File: src/rtl/pc_fetch_unit.sv
// PC register and fetch sequencer: BOOT -> FETCH -> EXEC, with a sticky HALT.
// Define PC_MISALIGN_TRAP_EN to trap taken branches to misaligned targets (adds port misalign).
module pc_fetch_unit #(
  parameter int              PC_W     = 32,
  parameter logic [PC_W-1:0] RESET_PC = '0,
  parameter int              PC_STEP  = 4
) (
  input  logic            clk,
  input  logic            rst,
  input  logic            pcsel,
  input  logic [PC_W-1:0] target,
  input  logic            stall,
  input  logic            halt,
  input  logic            imem_rdy,
  output logic            imem_req,
  output logic [PC_W-1:0] pc,
  output logic [PC_W-1:0] pc_plus,
  output logic            instr_valid,
`ifdef PC_MISALIGN_TRAP_EN
  output logic            misalign,
`endif
  output logic            halted
);

  localparam logic [PC_W-1:0] STEP     = PC_W'(PC_STEP);
  localparam logic [PC_W-1:0] LOW_MASK = STEP - 1'b1;

  typedef enum logic [1:0] {BOOT, FETCH, EXEC, HALT} state_t;
  state_t state;

  logic [PC_W-1:0] tgt_aligned;

  assign pc_plus     = pc + STEP;
  assign tgt_aligned = target & ~LOW_MASK;

`ifdef PC_MISALIGN_TRAP_EN
  logic tgt_misaligned;
  assign tgt_misaligned = |(target & LOW_MASK);
`endif

  always_ff @(posedge clk or posedge rst) begin
    if (rst) begin
      state       <= BOOT;
      pc          <= RESET_PC;
      imem_req    <= 1'b0;
      instr_valid <= 1'b0;
      halted      <= 1'b0;
`ifdef PC_MISALIGN_TRAP_EN
      misalign    <= 1'b0;
`endif
    end else begin
      case (state)
        BOOT: begin
          state    <= FETCH;
          imem_req <= 1'b1;
        end
        FETCH: begin
          if (imem_rdy) begin
            state       <= EXEC;
            imem_req    <= 1'b0;
            instr_valid <= 1'b1;
          end
        end
        EXEC: begin
          // halt outranks stall; a stalled instruction never commits its PC
          if (halt) begin
            state       <= HALT;
            instr_valid <= 1'b0;
            halted      <= 1'b1;
          end else if (!stall) begin
`ifdef PC_MISALIGN_TRAP_EN
            if (pcsel && tgt_misaligned) begin
              state       <= HALT;
              instr_valid <= 1'b0;
              halted      <= 1'b1;
              misalign    <= 1'b1;
            end else begin
              state       <= FETCH;
              instr_valid <= 1'b0;
              imem_req    <= 1'b1;
              pc          <= pcsel ? tgt_aligned : pc_plus;
            end
`else
            state       <= FETCH;
            instr_valid <= 1'b0;
            imem_req    <= 1'b1;
            pc          <= pcsel ? tgt_aligned : pc_plus;
`endif
          end
        end
        HALT: ;
        default: begin
          state       <= BOOT;
          imem_req    <= 1'b0;
          instr_valid <= 1'b0;
          halted      <= 1'b0;
        end
      endcase
    end
  end

endmodule

File: config.mk
export PLATFORM = sky130hd
export DESIGN_NAME = pc_fetch_unit
export DESIGN_NICKNAME = d
export VERILOG_FILES = /design/src/rtl/pc_fetch_unit.sv
export SDC_FILE = /design/constraint.sdc
export NUM_CORES = 1
export LEC_CHECK = 0
export CORE_MARGIN = 5
export CORE_UTILIZATION = 42
export CTS_BUF_LIST = sky130_fd_sc_hd__clkbuf_8
export DETAILED_ROUTE_END_ITERATION = 8
export PLACE_DENSITY = 0.91
export SETUP_SLACK_MARGIN = 0.5
export SLEW_MARGIN = 20
export SYNTH_ARGS = -nofsm -noshare
export SYNTH_HDL_FRONTEND = slang
export SYNTH_SLANG_ARGS = --single-unit
File: constraint.sdc
create_clock -name clk -period 1.9 [get_ports clk]
set_input_delay 0.285 -clock clk [delete_from_list [all_inputs] [get_ports clk]]
set_output_delay 0.285 -clock clk [all_outputs]
set_load 0.02 [all_outputs]
==> results_tabular.tex, run 1 <==
\begin{tabular}{lr}
\hline
Metric & Value \\
\hline
\multicolumn{2}{l}{\textbf{Synth}} \\
\quad Leading cell types by total area after synthesis & sky130\_fd\_sc\_hd\_\_dfrtp\_1 (30\%), sky130\_fd\_sc\_hd\_\_xnor2\_1 (6.1\%), sky130\_fd\_sc\_hd\_\_nand3\_1 (4.2\%), sky130\_fd\_sc\_hd\_\_a21oi\_1 (3.3\%), sky130\_fd\_sc\_hd\_\_and3\_1 (3.0\%) \\
\quad Dominant synthesized flop cell & sky130\_fd\_sc\_hd\_\_dfrtp\_1 \\
\quad Number of flops mapped to enable cells by yosys & 0 \\
\quad Share of async-settable or async-resettable flops after synthesis & 100\% \\
\quad Fraction of the yosys area taken by sequential cells & 30.4\% \\
\quad Post-Syn Area per Cell & $\sim$8.1 µm² \\
\quad Number of cells produced by synthesis & 355 \\
\quad Synth unique cells & 53 \\
\quad FF+latch count, synth & 35 \\
\quad Area leader, netlist & sky130\_fd\_sc\_hd\_\_dfrtp\_1 \\
\quad Post-synthesis instance area & between 2000 and 3000 µm² \\
\quad Yosys warning total & 0 \\
\quad Portion of synthesized cell area occupied by the leading cell type & 30.4\% \\
\multicolumn{2}{l}{\textbf{Place}} \\
\quad Placed wire-length estimate & 9050 µm \\
\quad Count of input and output buffers & slightly below 100 \\
\quad RePlAce Congestion & around 0.96 \\
\quad Area after DPL & between 5000 and 6000 µm² \\
\quad Post-place setup slack & -0.592 ns \\
\multicolumn{2}{l}{\textbf{Clock network}} \\
\quad CTS root buffer & sky130\_fd\_sc\_hd\_\_clkbuf\_8 \\
\quad Number of buffers inserted during clock tree synthesis & 5 \\
\quad CTS H-Tree Depth & 2 \\
\quad Max Root-Sink Buffers & 2 \\
\quad Number of buffers added to fix hold violations after cts & 0 \\
\quad Clock net sink count & 35 \\
\multicolumn{2}{l}{\textbf{Run status}} \\
\quad Error that stopped the run & [ERROR DPL-0038] Utilization greater than 100\%, impossible to legalize \\
\quad Outcome & stopped before the end \\
\quad Stage reached & global routing \\
\multicolumn{2}{l}{\textbf{Floorplan}} \\
\quad Number of cell rows & 30 \\
\quad Starting density of the core & $\sim$43\% \\
\quad Die height & 92.8 µm \\
\quad Floorplan die width & 92.8 µm \\
\quad Count of pins on the block boundary & 105 \\
\multicolumn{2}{l}{\textbf{Global routing}} \\
\quad Largest net degree at the start of global routing & 36 \\
\multicolumn{2}{l}{\textbf{STA}} \\
\quad GR repair worst EP & pc\_plus[17] \\
\quad Kind of endpoint with the least setup slack & top-level output \\
\hline
\end{tabular}
-- cell families after synthesis --
group	Yosys count	synth area share [%]
xor gates and xnor gates	28	8.52
AOI/OAI and AO/OA	85	20.1
DFF	35	30.4
buffers and inverters	55	8.91
muxes	3	1.09
and+or+nand+nor	144	29.1
adders and majority gates	4	1.74
other	1	0.130
-- Yosys cell counts (all sizes together) (2+ instances only) --
cell,instances
or3,7
nand3,25
nor2b,3
o311ai,4
o41ai,2
mux2i,2
a311o,5
a31oi,10
or4,3
clkbuf,24
nor3b,2
inv,17
o21ai,15
nor4,8
xor2,8
and3,14
dfrtp,35
and2,2
o21a,2
a2bb2oi,3
nand4,12
a21oi,19
ha,4
and4,7
nor3,14
o211ai,11
nand2,25
buf,14
nor2,20
o2bb2ai,2
xnor2,20
a32oi,2
-- through the flow --
stage                     cells  utilization [%]  TNS [ns]
after floorplan             358                -    -0.567
after global placement      592             75.1     -9.38
after detailed placement    592             75.1    -11.41
after CTS                   659             91.2     -5.76
-- repair_timing --
action | in CTS
gates cloned | 3
buffers inserted | 56
resized for setup | 451
setup endpoints to repair | 97
pin swaps | 45
==> run 2, diff against run 1 <==
--- a/config.mk
+++ b/config.mk
@@ -6,11 +6,9 @@
 export NUM_CORES = 1
 export LEC_CHECK = 0
 export CORE_MARGIN = 5
-export CORE_UTILIZATION = 42
-export CTS_BUF_LIST = sky130_fd_sc_hd__clkbuf_8
+export CORE_UTILIZATION = 35
 export DETAILED_ROUTE_END_ITERATION = 8
-export PLACE_DENSITY = 0.91
-export SETUP_SLACK_MARGIN = 0.5
+export PLACE_DENSITY_LB_ADDON = 0.15
 export SLEW_MARGIN = 20
 export SYNTH_ARGS = -nofsm -noshare
 export SYNTH_HDL_FRONTEND = slang
==> constraint.sdc (replaced) <==
create_clock -name clk -period 2.45 [get_ports clk]
set_input_delay 0.3675 -clock clk [delete_from_list [all_inputs] [get_ports clk]]
set_output_delay 0.3675 -clock clk [all_outputs]
set_load 0.02 [all_outputs]
==> results_tabular.tex, run 2 <==
\begin{tabular}{lr}
\hline
Metric & Value \\
\hline
\multicolumn{2}{l}{\textbf{Synth}} \\
\quad Dominant synthesized flop cell & sky130\_fd\_sc\_hd\_\_dfrtp\_1 \\
\quad FF+latch count, synth & 35 \\
\quad Area leader, netlist & sky130\_fd\_sc\_hd\_\_dfrtp\_1 \\
\quad Post-Syn Area per Cell & roughly 8.1 µm² \\
\quad Number of flops mapped to enable cells by yosys & 0 \\
\quad Library cell with the highest instance count after synthesis & sky130\_fd\_sc\_hd\_\_dfrtp\_1 \\
\quad Number of cells produced by synthesis & roughly 360 \\
\quad Leading cell types by total area after synthesis & sky130\_fd\_sc\_hd\_\_dfrtp\_1 (30\%), sky130\_fd\_sc\_hd\_\_xnor2\_1 (6.1\%), sky130\_fd\_sc\_hd\_\_nand3\_1 (4.2\%), sky130\_fd\_sc\_hd\_\_a21oi\_1 (3.3\%), sky130\_fd\_sc\_hd\_\_and3\_1 (3.0\%) \\
\quad Synth unique cells & 53 \\
\quad Share of async-settable or async-resettable flops after synthesis & 100\% \\
\quad Most instantiated cells after synthesis & sky130\_fd\_sc\_hd\_\_dfrtp\_1 (35), sky130\_fd\_sc\_hd\_\_nand3\_1 (24), sky130\_fd\_sc\_hd\_\_nand2\_1 (23) \\
\quad Yosys warning total & 0 \\
\quad Fraction of the yosys area taken by sequential cells & around 30\% \\
\quad Portion of synthesized cell area occupied by the leading cell type & 30.4\% \\
\quad Post-synthesis instance area & $\sim$2900 µm² \\
\multicolumn{2}{l}{\textbf{Routing}} \\
\quad Post-detailed-route via-to-cell ratio & 5.33 \\
\quad Post-route antenna net violation count & 0 \\
\quad Count of unresolved DRC violations after routing & 0 \\
\quad Initial DRC count & about 170 \\
\quad Total vias in the final route & 3251 \\
\quad Detailed-router iteration count before antenna repair & 4 \\
\quad Routed length per instance & 16.2 µm \\
\quad Wire length after detailed routing & 9870 µm \\
\multicolumn{2}{l}{\textbf{Floorplan}} \\
\quad Overall die area & 10100 µm² \\
\quad Die height & 101 µm \\
\quad Floorplan Core Area & 8130 µm² \\
\quad Count of pins on the block boundary & 105 \\
\quad Floorplan die width & between 100 and 150 µm \\
\quad Starting density of the core & around 35\% \\
\quad Number of cell rows & 33 \\
\multicolumn{2}{l}{\textbf{Global routing}} \\
\quad Largest net degree at the start of global routing & between 60 and 70 \\
\quad Overall global routing resource usage & 19.2\% \\
\quad Number of global-route vias before repair & 3358 \\
\quad Wire length of the first global-routing pass & 15900 µm \\
\quad Initial antenna violation count & 0 \\
\quad Total global routing overflow & 0 \\
\multicolumn{2}{l}{\textbf{STA}} \\
\quad RSZ-0062 raised after global routing & true \\
\quad Final setup violation count & 0 \\
\quad Period Utilization, post-route & slightly below 100\% \\
\quad Count of pins over their slew limit & 0 \\
\quad Minimum clock period & 2.36 ns \\
\quad Setup TNS & 0 ns \\
\quad Max Clock Skew & 0.0102 ns \\
\quad Worst hold slack & 0.463 ns \\
\quad Fmax & 423 MHz \\
\quad Final hold violations & 0 \\
\quad Actual transition at the worst max-transition pin & around 0.64 ns \\
\quad Remaining max-slew budget at the tightest pin & $\sim$57\% \\
\multicolumn{2}{l}{\textbf{Clock network}} \\
\quad Max Root-Sink Buffers & 2 \\
\quad CTS H-Tree Depth & 2 \\
\quad CTS root buffer & sky130\_fd\_sc\_hd\_\_clkbuf\_8 \\
\quad Number of buffers inserted during clock tree synthesis & 5 \\
\quad Clock slew at the register clock pins of the worst setup and hold paths & about 0.08 ns \\
\quad Clock net sink count & 35 \\
\quad Clock tree from TritonCTS & built \\
\quad Worst-Skew Late Latency & 0.30 ns \\
\multicolumn{2}{l}{\textbf{Power}} \\
\quad Cell internal power dissipation & 2240 µW \\
\quad Leakage power & 0.00195 µW \\
\quad Comb power frac & $\sim$63\% \\
\quad Sequential share of power & 23.2\% \\
\quad Overall power consumption & around 4000 µW \\
\quad Proportion of power drawn by the clock network & 13.4\% \\
\quad Net Switching & around 1700 µW \\
\quad Highest ir drop seen on vdd & 398 µV \\
\quad Net Sw Frac & 43.7\% \\
\quad Power density over cell area & just under 900 nW/µm² \\
\multicolumn{2}{l}{\textbf{Layout}} \\
\quad Number of nets at the end of the flow & 546 \\
\quad Final core area utilization & roughly 56\% \\
\quad Commonest non-fill, non-tap cell in the layout & sky130\_fd\_sc\_hd\_\_buf\_4 \\
\quad Fraction of layout instances using a drive strength above 1 & 26.9\% \\
\quad Largest register by flop count & pc \\
\quad Layout overhead on the synthesized area & 57.1\% \\
\quad Antenna diodes & 0 \\
\quad Largest regs & pc: 30 flops, state: 2 flops \\
\quad Top library cells by usage in the layout, fill and taps aside & sky130\_fd\_sc\_hd\_\_buf\_4 (80), sky130\_fd\_sc\_hd\_\_clkdlybuf4s50\_1 (71), sky130\_fd\_sc\_hd\_\_dfrtp\_1 (34), sky130\_fd\_sc\_hd\_\_nand3\_1 (23), sky130\_fd\_sc\_hd\_\_nand2\_1 (22) \\
\quad Flip-flop count of the largest register after layout & 30 \\
\multicolumn{2}{l}{\textbf{Run}} \\
\quad Max-capacitance violation count & 0 \\
\multicolumn{2}{l}{\textbf{Critical path}} \\
\quad Data required time at the worst endpoint & 2.08 ns \\
\quad Arrival @ worst endpoint & 2.00 ns \\
\quad Register-to-Register Path Depth & 6 \\
\quad Crit-path max FO & 3 \\
\quad Worst flop-to-flop path startpoint & state[0] \\
\quad Start point of the critical path & pc[4] \\
\quad Category of the worst setup path launch point & flip-flop \\
\quad Critical path destination & pc\_plus[28] \\
\quad Critical setup path kind & reg -> out \\
\quad Critical Path Sink Type & output pin \\
\quad Critical register-to-register path endpoint & pc[28] \\
\quad Worst R2R Setup Slack & between 0.3 and 0.4 ns \\
\multicolumn{2}{l}{\textbf{Place}} \\
\quad Count of input and output buffers & 98 \\
\quad Placed wire-length estimate & 7360 µm \\
\quad RePlAce Congestion & 0.908 \\
\multicolumn{2}{l}{\textbf{Worst hold path}} \\
\quad Class of the tightest hold or removal check & reg -> reg \\
\multicolumn{2}{l}{\textbf{Run status}} \\
\quad Outcome & finished, final reports clean \\
\hline
\end{tabular}
run 2: cell counts after synthesis:
Identical to the previous run, type by type.
run 2: power by group through the flow:
stage          registers (µW)  clock network (µW)  logic [µW]
2_1_floorplan            1120                   0        1100
3_3_place_gp              907                   0        2490
3_5_place_dp              913                   0        2530
4_1_cts                   914                 547        2510
5_1_grt                   946                 570        2720
6_report                  921                 534        2520
run 2: cell families (layout without fill, tap and decap cells):
group | count (synthesis) | in the layout | synth area share [%]
adder cells (fa/ha/maj) | 4 | 4 | 1.74
other | 1 | 4 | 0.130
flip-flops | 35 | 35 | 30.4
AO/OA/AOI/OAI | 85 | 85 | 20.1
multiplexers | 3 | 3 | 1.09
XOR/XNOR | 28 | 28 | 8.52
buffers and inverters | 55 | 202 | 8.91
AND/OR/NAND/NOR | 144 | 144 | 29.1
run 2: timing repair:
item	CTS	global route
gates resized for setup	62	44
hold endpoints to repair	0	0
pin swaps	0	3
buffers inserted	2	1
hold buffers	0	0
endpoints found under the setup margin	24	20
run 2: worst max-delay path, cell delays in order, from the launching register on:
cell                      delay (ns)
sky130_fd_sc_hd__dfrtp_1        0.41
sky130_fd_sc_hd__buf_6          0.12
sky130_fd_sc_hd__and4_4         0.24
sky130_fd_sc_hd__nand2_2        0.07
sky130_fd_sc_hd__or4_4          0.54
sky130_fd_sc_hd__xnor2_1        0.14
sky130_fd_sc_hd__buf_2          0.18
run 2: final cells by class:
| type | instances | area (µm²) |
|---|---|---|
| fill | 791 | 3610 |
| multi-input combinational | 268 | 1850 |
| timing repair buffer | 177 | 1490 |
| sequential | 35 | 877 |
| tap | 105 | 131 |
| clock buffer | 5 | 68.8 |
| inverter | 17 | 63.8 |
| clock inverter | 3 | 43.8 |
run 2: worst min path at each step:
stage | start | end | slack (ns) | depth (start not counted)
floorplan | halt | halted | 0.49 | 1
global placement | halted | halted | 0.44 | 1
detailed placement | halted | halted | 0.45 | 1
CTS | halted | halted | 0.47 | 1
global route | halted | halted | 0.49 | 1
finish | halted | halted | 0.46 | 1
run 2: per-layer routing:
| metal | global-route usage, % | wire length, µm | vias to the layer above |
|---|---|---|---|
| met1 | 25.3 | 4360 | 1551 |
| met5 | 0 | 0 | - |
| met3 | 2.84 | 441 | 11 |
| met4 | 6.01 | 167 | 0 |
| li1 | - | - | 1600 |
| met2 | 32.5 | 4910 | 89 |
run 2: per-stage QoR:
step                      instances  area (µm²)  setup WS (ns)
after CTS                       609        4510        0.00224
after floorplan                 358        2890         0.0778
after global placement          599        4380        -0.0972
after global routing            610        4520       -0.00939
after detailed placement        599        4380         -0.143
final                           610        4520         0.0850
No activity file was read; power rests on OpenSTA's default activity.
